<file path="config.mk">
export PLATFORM = sky130hd
export DESIGN_NAME = imuldiv_div_front
export DESIGN_NICKNAME = d
export VERILOG_FILES = /design/src/rtl/imuldiv_div_front_pkg.sv /design/src/rtl/imuldiv_tag_fifo.sv /design/src/rtl/imuldiv_div_front.sv
export SDC_FILE = /design/constraint.sdc
export NUM_CORES = 1
export LEC_CHECK = 0
export CORE_UTILIZATION = 28
export DETAILED_ROUTE_END_ITERATION = 6
export GPL_ROUTABILITY_DRIVEN = 0
export MAX_ROUTING_LAYER = met4
export PLACE_DENSITY = 0.78
export SLEW_MARGIN = 0
export SYNTH_ARGS = -nofsm -noshare
export SYNTH_HDL_FRONTEND = slang
export SYNTH_SLANG_ARGS = --single-unit
</file>
<file path="constraint.sdc">
create_clock -name clk -period 1.5 [get_ports clk]
set_input_delay 0.15 -clock clk [delete_from_list [all_inputs] [get_ports clk]]
set_output_delay 0.15 -clock clk [all_outputs]
set_load 0.05 [all_outputs]
</file>
<file path="src/rtl/imuldiv_div_front_pkg.sv">
// Shared definitions for the divider front end.
//   - op encodings and the op->fn / op->half-select mappings
//   - bit positions of remainder and quotient inside the 64-bit divider result
//   - divide-by-zero return values and the per-request tag layout
// Optional feature macro: IMULDIV_DIV_FRONT_DIVZERO_EN widens the tag with a
// divide-by-zero flag and the dividend.
package imuldiv_div_front_pkg;

    localparam int unsigned XLEN     = 32;
    localparam int unsigned RESULT_W = 64;
    localparam int unsigned REM_MSB  = 63;
    localparam int unsigned REM_LSB  = 32;
    localparam int unsigned QUO_MSB  = 31;
    localparam int unsigned QUO_LSB  = 0;

    typedef enum logic [1:0] {
        OP_DIV  = 2'b00,
        OP_DIVU = 2'b01,
        OP_REM  = 2'b10,
        OP_REMU = 2'b11
    } div_op_e;

    // Quotient returned for any division by zero.
    localparam logic [XLEN-1:0] DIVZERO_QUO = 32'hFFFF_FFFF;

    // Signed flavour for DIV/REM.
    function automatic logic op_is_signed(input logic [1:0] op);
        return (div_op_e'(op) == OP_DIV) || (div_op_e'(op) == OP_REM);
    endfunction

    // Remainder half selected for REM/REMU.
    function automatic logic op_sel_rem(input logic [1:0] op);
        return (div_op_e'(op) == OP_REM) || (div_op_e'(op) == OP_REMU);
    endfunction

    // Architectural result of a divide by zero.
    function automatic logic [XLEN-1:0] divzero_result(input logic            sel_rem,
                                                       input logic [XLEN-1:0] dividend);
        return sel_rem ? dividend : DIVZERO_QUO;
    endfunction

    typedef struct packed {
`ifdef IMULDIV_DIV_FRONT_DIVZERO_EN
        logic [XLEN-1:0] dividend;
        logic            dz;
`endif
        logic            sel_rem;
    } div_tag_t;

    localparam int unsigned TAG_W = $bits(div_tag_t);

endpackage

</file>
<file path="src/rtl/imuldiv_tag_fifo.sv">
// In-order tag queue: circular buffer holding one tag per outstanding request.
// Ports:
//   clk, reset  : clock, asynchronous active-high reset
//   push, din   : enqueue request (ignored when full, even with a same-cycle pop)
//   pop, dout   : dequeue request (ignored when empty); dout shows the head
//   full, empty : occupancy flags
module imuldiv_tag_fifo #(
    parameter int unsigned WIDTH = 1,
    parameter int unsigned DEPTH = 2
) (
    input  logic             clk,
    input  logic             reset,
    input  logic             push,
    input  logic             pop,
    input  logic [WIDTH-1:0] din,
    output logic [WIDTH-1:0] dout,
    output logic             full,
    output logic             empty
);

    localparam int unsigned PTR_W = $clog2(DEPTH);
    localparam int unsigned CNT_W = $clog2(DEPTH) + 1;

    logic [WIDTH-1:0] mem_q [DEPTH];
    logic [PTR_W-1:0] wr_ptr_q, wr_ptr_d;
    logic [PTR_W-1:0] rd_ptr_q, rd_ptr_d;
    logic [CNT_W-1:0] count_q, count_d;
    logic             do_push;
    logic             do_pop;

    assign full    = (count_q == CNT_W'(DEPTH));
    assign empty   = (count_q == '0);
    assign do_push = push & ~full;
    assign do_pop  = pop & ~empty;
    assign dout    = mem_q[rd_ptr_q];

    // Pointer and occupancy update; DEPTH is a power of two so pointers wrap for free.
    always_comb begin
        wr_ptr_d = wr_ptr_q;
        rd_ptr_d = rd_ptr_q;
        count_d  = count_q;
        if (do_push) begin
            wr_ptr_d = wr_ptr_q + PTR_W'(1);
        end
        if (do_pop) begin
            rd_ptr_d = rd_ptr_q + PTR_W'(1);
        end
        case ({do_push, do_pop})
            2'b10:   count_d = count_q + CNT_W'(1);
            2'b01:   count_d = count_q - CNT_W'(1);
            default: count_d = count_q;
        endcase
    end

    always_ff @(posedge clk or posedge reset) begin
        if (reset) begin
            wr_ptr_q <= '0;
            rd_ptr_q <= '0;
            count_q  <= '0;
        end else begin
            wr_ptr_q <= wr_ptr_d;
            rd_ptr_q <= rd_ptr_d;
            count_q  <= count_d;
        end
    end

    // Storage needs no reset: entries are only read after being written.
    always_ff @(posedge clk) begin
        if (do_push) begin
            mem_q[wr_ptr_q] <= din;
        end
    end

endmodule

</file>
<file path="src/rtl/imuldiv_div_front.sv">
// Divider front end: forwards DIV/DIVU/REM/REMU requests to the iterative
// divider, remembers each op in an in-order tag queue, and returns the selected
// 32-bit half of the divider result through a one-entry output register.
// Ports:
//   clk, reset                     : clock, asynchronous active-high reset
//   req_*                          : pipeline request (op, dividend, divisor)
//   divreq_*                       : request to divider (combinational pass-through)
//   divresp_*                      : divider result {remainder, quotient}
//   resp_*                         : registered 32-bit result to writeback
// Optional feature macro: IMULDIV_DIV_FRONT_DIVZERO_EN returns the
// divide-by-zero values (all-ones quotient, dividend remainder) instead of the
// divider's own output.
module imuldiv_div_front
    import imuldiv_div_front_pkg::*;
#(
    parameter int unsigned DEPTH = 2
) (
    input  logic                clk,
    input  logic                reset,
    input  logic                req_val,
    output logic                req_rdy,
    input  logic [1:0]          req_msg_op,
    input  logic [XLEN-1:0]     req_msg_a,
    input  logic [XLEN-1:0]     req_msg_b,
    output logic                divreq_val,
    input  logic                divreq_rdy,
    output logic                divreq_msg_fn,
    output logic [XLEN-1:0]     divreq_msg_a,
    output logic [XLEN-1:0]     divreq_msg_b,
    input  logic                divresp_val,
    output logic                divresp_rdy,
    input  logic [RESULT_W-1:0] divresp_msg_result,
    output logic                resp_val,
    input  logic                resp_rdy,
    output logic [XLEN-1:0]     resp_msg
);

    logic            full;
    logic            empty;
    logic            req_fire;
    logic            divresp_fire;
    div_tag_t        push_tag;
    div_tag_t        head_tag;
    logic [XLEN-1:0] quo;
    logic [XLEN-1:0] rem;
    logic [XLEN-1:0] result_sel;
    logic [XLEN-1:0] res_q, res_d;
    logic            res_val_q, res_val_d;

    // Issue path: pure pass-through; full gating keeps response logic off req_rdy.
    assign divreq_val    = req_val & ~full;
    assign req_rdy       = divreq_rdy & ~full;
    assign divreq_msg_fn = op_is_signed(req_msg_op);
    assign divreq_msg_a  = req_msg_a;
    assign divreq_msg_b  = req_msg_b;
    assign req_fire      = req_val & req_rdy;

    // Tag captured per issued request.
    always_comb begin
        push_tag         = '0;
        push_tag.sel_rem = op_sel_rem(req_msg_op);
`ifdef IMULDIV_DIV_FRONT_DIVZERO_EN
        push_tag.dz       = (req_msg_b == '0);
        push_tag.dividend = req_msg_a;
`endif
    end

    imuldiv_tag_fifo #(
        .WIDTH (TAG_W),
        .DEPTH (DEPTH)
    ) u_tag_fifo (
        .clk   (clk),
        .reset (reset),
        .push  (req_fire),
        .pop   (divresp_fire),
        .din   (push_tag),
        .dout  (head_tag),
        .full  (full),
        .empty (empty)
    );

    // Response path: accept a new result whenever the output slot is free or draining.
    assign divresp_rdy  = ~res_val_q | resp_rdy;
    assign divresp_fire = divresp_val & divresp_rdy;

    assign quo = divresp_msg_result[QUO_MSB:QUO_LSB];
    assign rem = divresp_msg_result[REM_MSB:REM_LSB];

    // Half select; an orphan response (empty queue) falls back to the quotient.
    always_comb begin
        result_sel = quo;
        if (!empty) begin
            if (head_tag.sel_rem) begin
                result_sel = rem;
            end
`ifdef IMULDIV_DIV_FRONT_DIVZERO_EN
            if (head_tag.dz) begin
                result_sel = divzero_result(head_tag.sel_rem, head_tag.dividend);
            end
`endif
        end
    end

    // Output register: reload on every response, clear only on an unreplaced drain.
    always_comb begin
        res_d     = res_q;
        res_val_d = res_val_q;
        if (divresp_fire) begin
            res_d     = result_sel;
            res_val_d = 1'b1;
        end else if (res_val_q && resp_rdy) begin
            res_val_d = 1'b0;
        end
    end

    always_ff @(posedge clk or posedge reset) begin
        if (reset) begin
            res_q     <= '0;
            res_val_q <= 1'b0;
        end else begin
            res_q     <= res_d;
            res_val_q <= res_val_d;
        end
    end

    assign resp_val = res_val_q;
    assign resp_msg = res_q;

endmodule

</file>
==> flow_metrics.tcl <==
set metrics [dict create \
    status "finished, final reports clean" \
    fillCellCount 881 \
    worstSkewPairLatency_ns 0.30 \
    dpl.hpwl_um 4730 \
    hold_viol 0 \
    dr_wl_met2_um 3170 \
    grt.overflow.total 0 \
    syn-cell-area_mm2 0.00255 \
    setup_violations 0 \
    antenna_found_initial 0 \
    syn_avg_cell_area_um2 9.11 \
    period_needed_ns 1.43 \
    mostFrequentLayoutCell "clkdlybuf4s50_1" \
    worstPathCellList "nand2b_4 > buf_4 > buf_12 > buf_12" \
    tightest_slew_ns 0.366 \
    yosysWarnings 0 \
    cts-root-buf "clkbuf_8" \
    timing.fmax_mhz 698 \
    crit_fanout 34 \
    worstReg2RegEnd "u_tag_fifo.count_q[1]" \
    grt_pass1_wl_um 10400 \
    yosysTopAreaCellShare_pct 36.3 \
    io_pins 237 \
    antenna_left 0 \
    ir_drop_mv 0.872 \
    drc_errors 0 \
    final_cell_mix "71 x clkdlybuf4s50_1, 42 x buf_4, 34 x dfrtp_1, 33 x nand3b_1" \
    ys_types 24 \
    critPathCaptureType "primary output" \
    synth_cells 280 \
    yosys.area.top_type "dfrtp_1" \
    vias 2141 \
    finalWirelength_um 6570 \
    worst_slack_ns 0.0670 \
    grt_pass1_vias 2188 \
    synth_seq_cells 39 \
    critPathRequiredTime_ns 1.35 \
    htree_levels 2 \
    seqCellArea_um2 990 \
    worst_ep_arrival_time_ns 1.28 \
    fin_area_mm2 0.00340 \
    critPathKind "reg -> out" \
    io_buffers 108 \
    grt_max_degree 65 \
    dp_slack_ns -0.0509 \
    dr.pass1.iters 4 \
    power.leakage_nw 1.32 \
    power.density_mw_per_mm2 1780 \
    syn-num-nets 417 \
    rows 34 \
    diodes 0 \
    yosysSeqAreaShare_pct 38.7 \
    wl_met1_um 2660 \
    die_h_um 97.4 \
    r2r-start "u_tag_fifo.count_q[1]" \
    start_util_pct 29.1 \
    viasPerCell 5.00 \
    die-area_mm2 0.00949 \
    drive_gt1_share_pct 21.3 \
    multiInputGateArea_um2 940 \
    cts_buffers 5 \
    slew_violations 0 \
    place_area_mm2 0.00326 \
    ctsHoldBuffers 0 \
    finClkSkew_ns 0.0121 \
    synthTopCellsByArea "dfrtp_1 36%, buf_4 20%, nand3b_1 9.7%" \
    rsz0062_at_grt "no" \
    cts_buffer_depth 2 \
    areaGrowthSynthToFinish_pct 33.5 \
    final_cells 428 \
    post-route-util_pct 38.8 \
    top_layer "met4" \
    critical_path.max_stage_delay_ns 0.44 \
    clock_sinks 39 \
    avgRoutedWirePerCell_um 15.3 \
    first_iter_violations 62 \
    met3_length_um 521 \
    crit_path_start "resp_val" \
    drv_cap 0 \
    die_w_um 97.4 \
    path_clk_slew_ns 0.09 \
    reg2reg_depth 6 \
    cp-start-kind "flop" \
    coreArea_mm2 0.00876 \
    relSlewSlack_pct 75.6 \
    r2r_slack_ns 0.10 \
    place_inst 419 \
    crit_slowest_cell "dfrtp_2" \
    crit_top_cell "buf_12" \
    grt_use_total_pct 13.8 \
    fin_nets 456 \
    hp-class "in -> async" \
    period_share_pct 95.5 \
    cts_tree "yes" \
]
timing repair:
action,CTS,global route
hold endpoints to repair,0,0
buffers inserted,0,1
resized for setup,0,4
endpoints found under the setup margin,0,33
power by group:
part	switching [W]	total (W)	internal [W]
Combinational	0.00208	0.00337	0.00129
Clock	0.000415	0.00101	0.000597
Sequential	0.000242	0.00166	0.00142
Total	0.00274	0.00605	0.00331
metal layers:
metal,vias to the layer above,global-route usage (%)
li1,1003,-
met1,984,14.9
met2,111,23.6
met3,43,3.45
met4,0,6.90
met5,-,-
critical path, delay by kind of cell (launching register included):
family        cells  cell delay [ns]
simple gates      1             0.08
buf+inv           3             0.47
flops             1             0.44
how the worst max path moves through the flow:
| stage | endpoint | slack (ns) | cells after the start |
|---|---|---|---|
| 2_1_floorplan | u_tag_fifo.count_q[1] | -0.007 | 8 |
| 3_3_place_gp | u_tag_fifo.count_q[1] | -0.03 | 8 |
| 3_5_place_dp | u_tag_fifo.count_q[1] | -0.05 | 8 |
| 4_1_cts | resp_msg[29] | 0.03 | 4 |
| 5_1_grt | divresp_rdy | 0.02 | 4 |
| 6_report | divresp_rdy | 0.07 | 4 |
registers in the layout, indices dropped and copies added (netlist names):
register	flops
resp_msg	32
u_tag_fifo.mem_q	2
resp_val	1
u_tag_fifo.count_q	2
u_tag_fifo.rd_ptr_q	1
u_tag_fifo.wr_ptr_q	1
area by class of cell:
| class | instances | area share (%) |
|---|---|---|
| Multi-Input combinational cell | 148 | 27.6 |
| Sequential cell | 39 | 29.1 |
| Clock inverter | 2 | 1.10 |
| Timing Repair Buffer | 122 | 35.2 |
| Tap cell | 108 | 3.97 |
| Clock buffer | 6 | 2.76 |
| Inverter | 3 | 0.331 |
cells by family (layout without fill, tap and decap cells):
| group | after synthesis | in the layout | share of synthesized area, % |
|---|---|---|---|
| adders and majority gates | 1 | 1 | 0.491 |
| AOI/OAI and AO/OA | 96 | 96 | 20.4 |
| muxes | 2 | 2 | 1.13 |
| xor gates and xnor gates | 5 | 5 | 1.72 |
| buffers and inverters | 93 | 133 | 25.2 |
| DFF | 39 | 39 | 38.7 |
| and+or+nand+nor | 44 | 44 | 12.4 |
metrics by stage:
stage	power, W	hold slack, ns	TNS [ns]
floorplan	0.00438	0.319	-0.00703
global placement	0.00500	0.300	-0.0292
detailed placement	0.00505	0.300	-0.0509
CTS	0.00607	0.0615	0
global route	0.00639	0.0719	0
finish	0.00605	0.0614	0
cells in the mapped netlist:
cell type   n
a21oi_1    32
a31oi_1    32
and2_1      3
and3_1      1
buf_2       6
buf_4      67
buf_6       4
clkbuf_1    9
clkbuf_2    4
dfrtp_1    37
edfxtp_1    2
ha_1        1
inv_1       3
mux2_4      1
mux2i_2     1
nand2b_1    2
nand2b_4    1
nand3_1     1
nand3b_1   33
nor2_1      3
o21ai_0    29
o21ai_1     3
xnor2_1     4
xor2_1      1
Power figures use the tool's default switching activity.
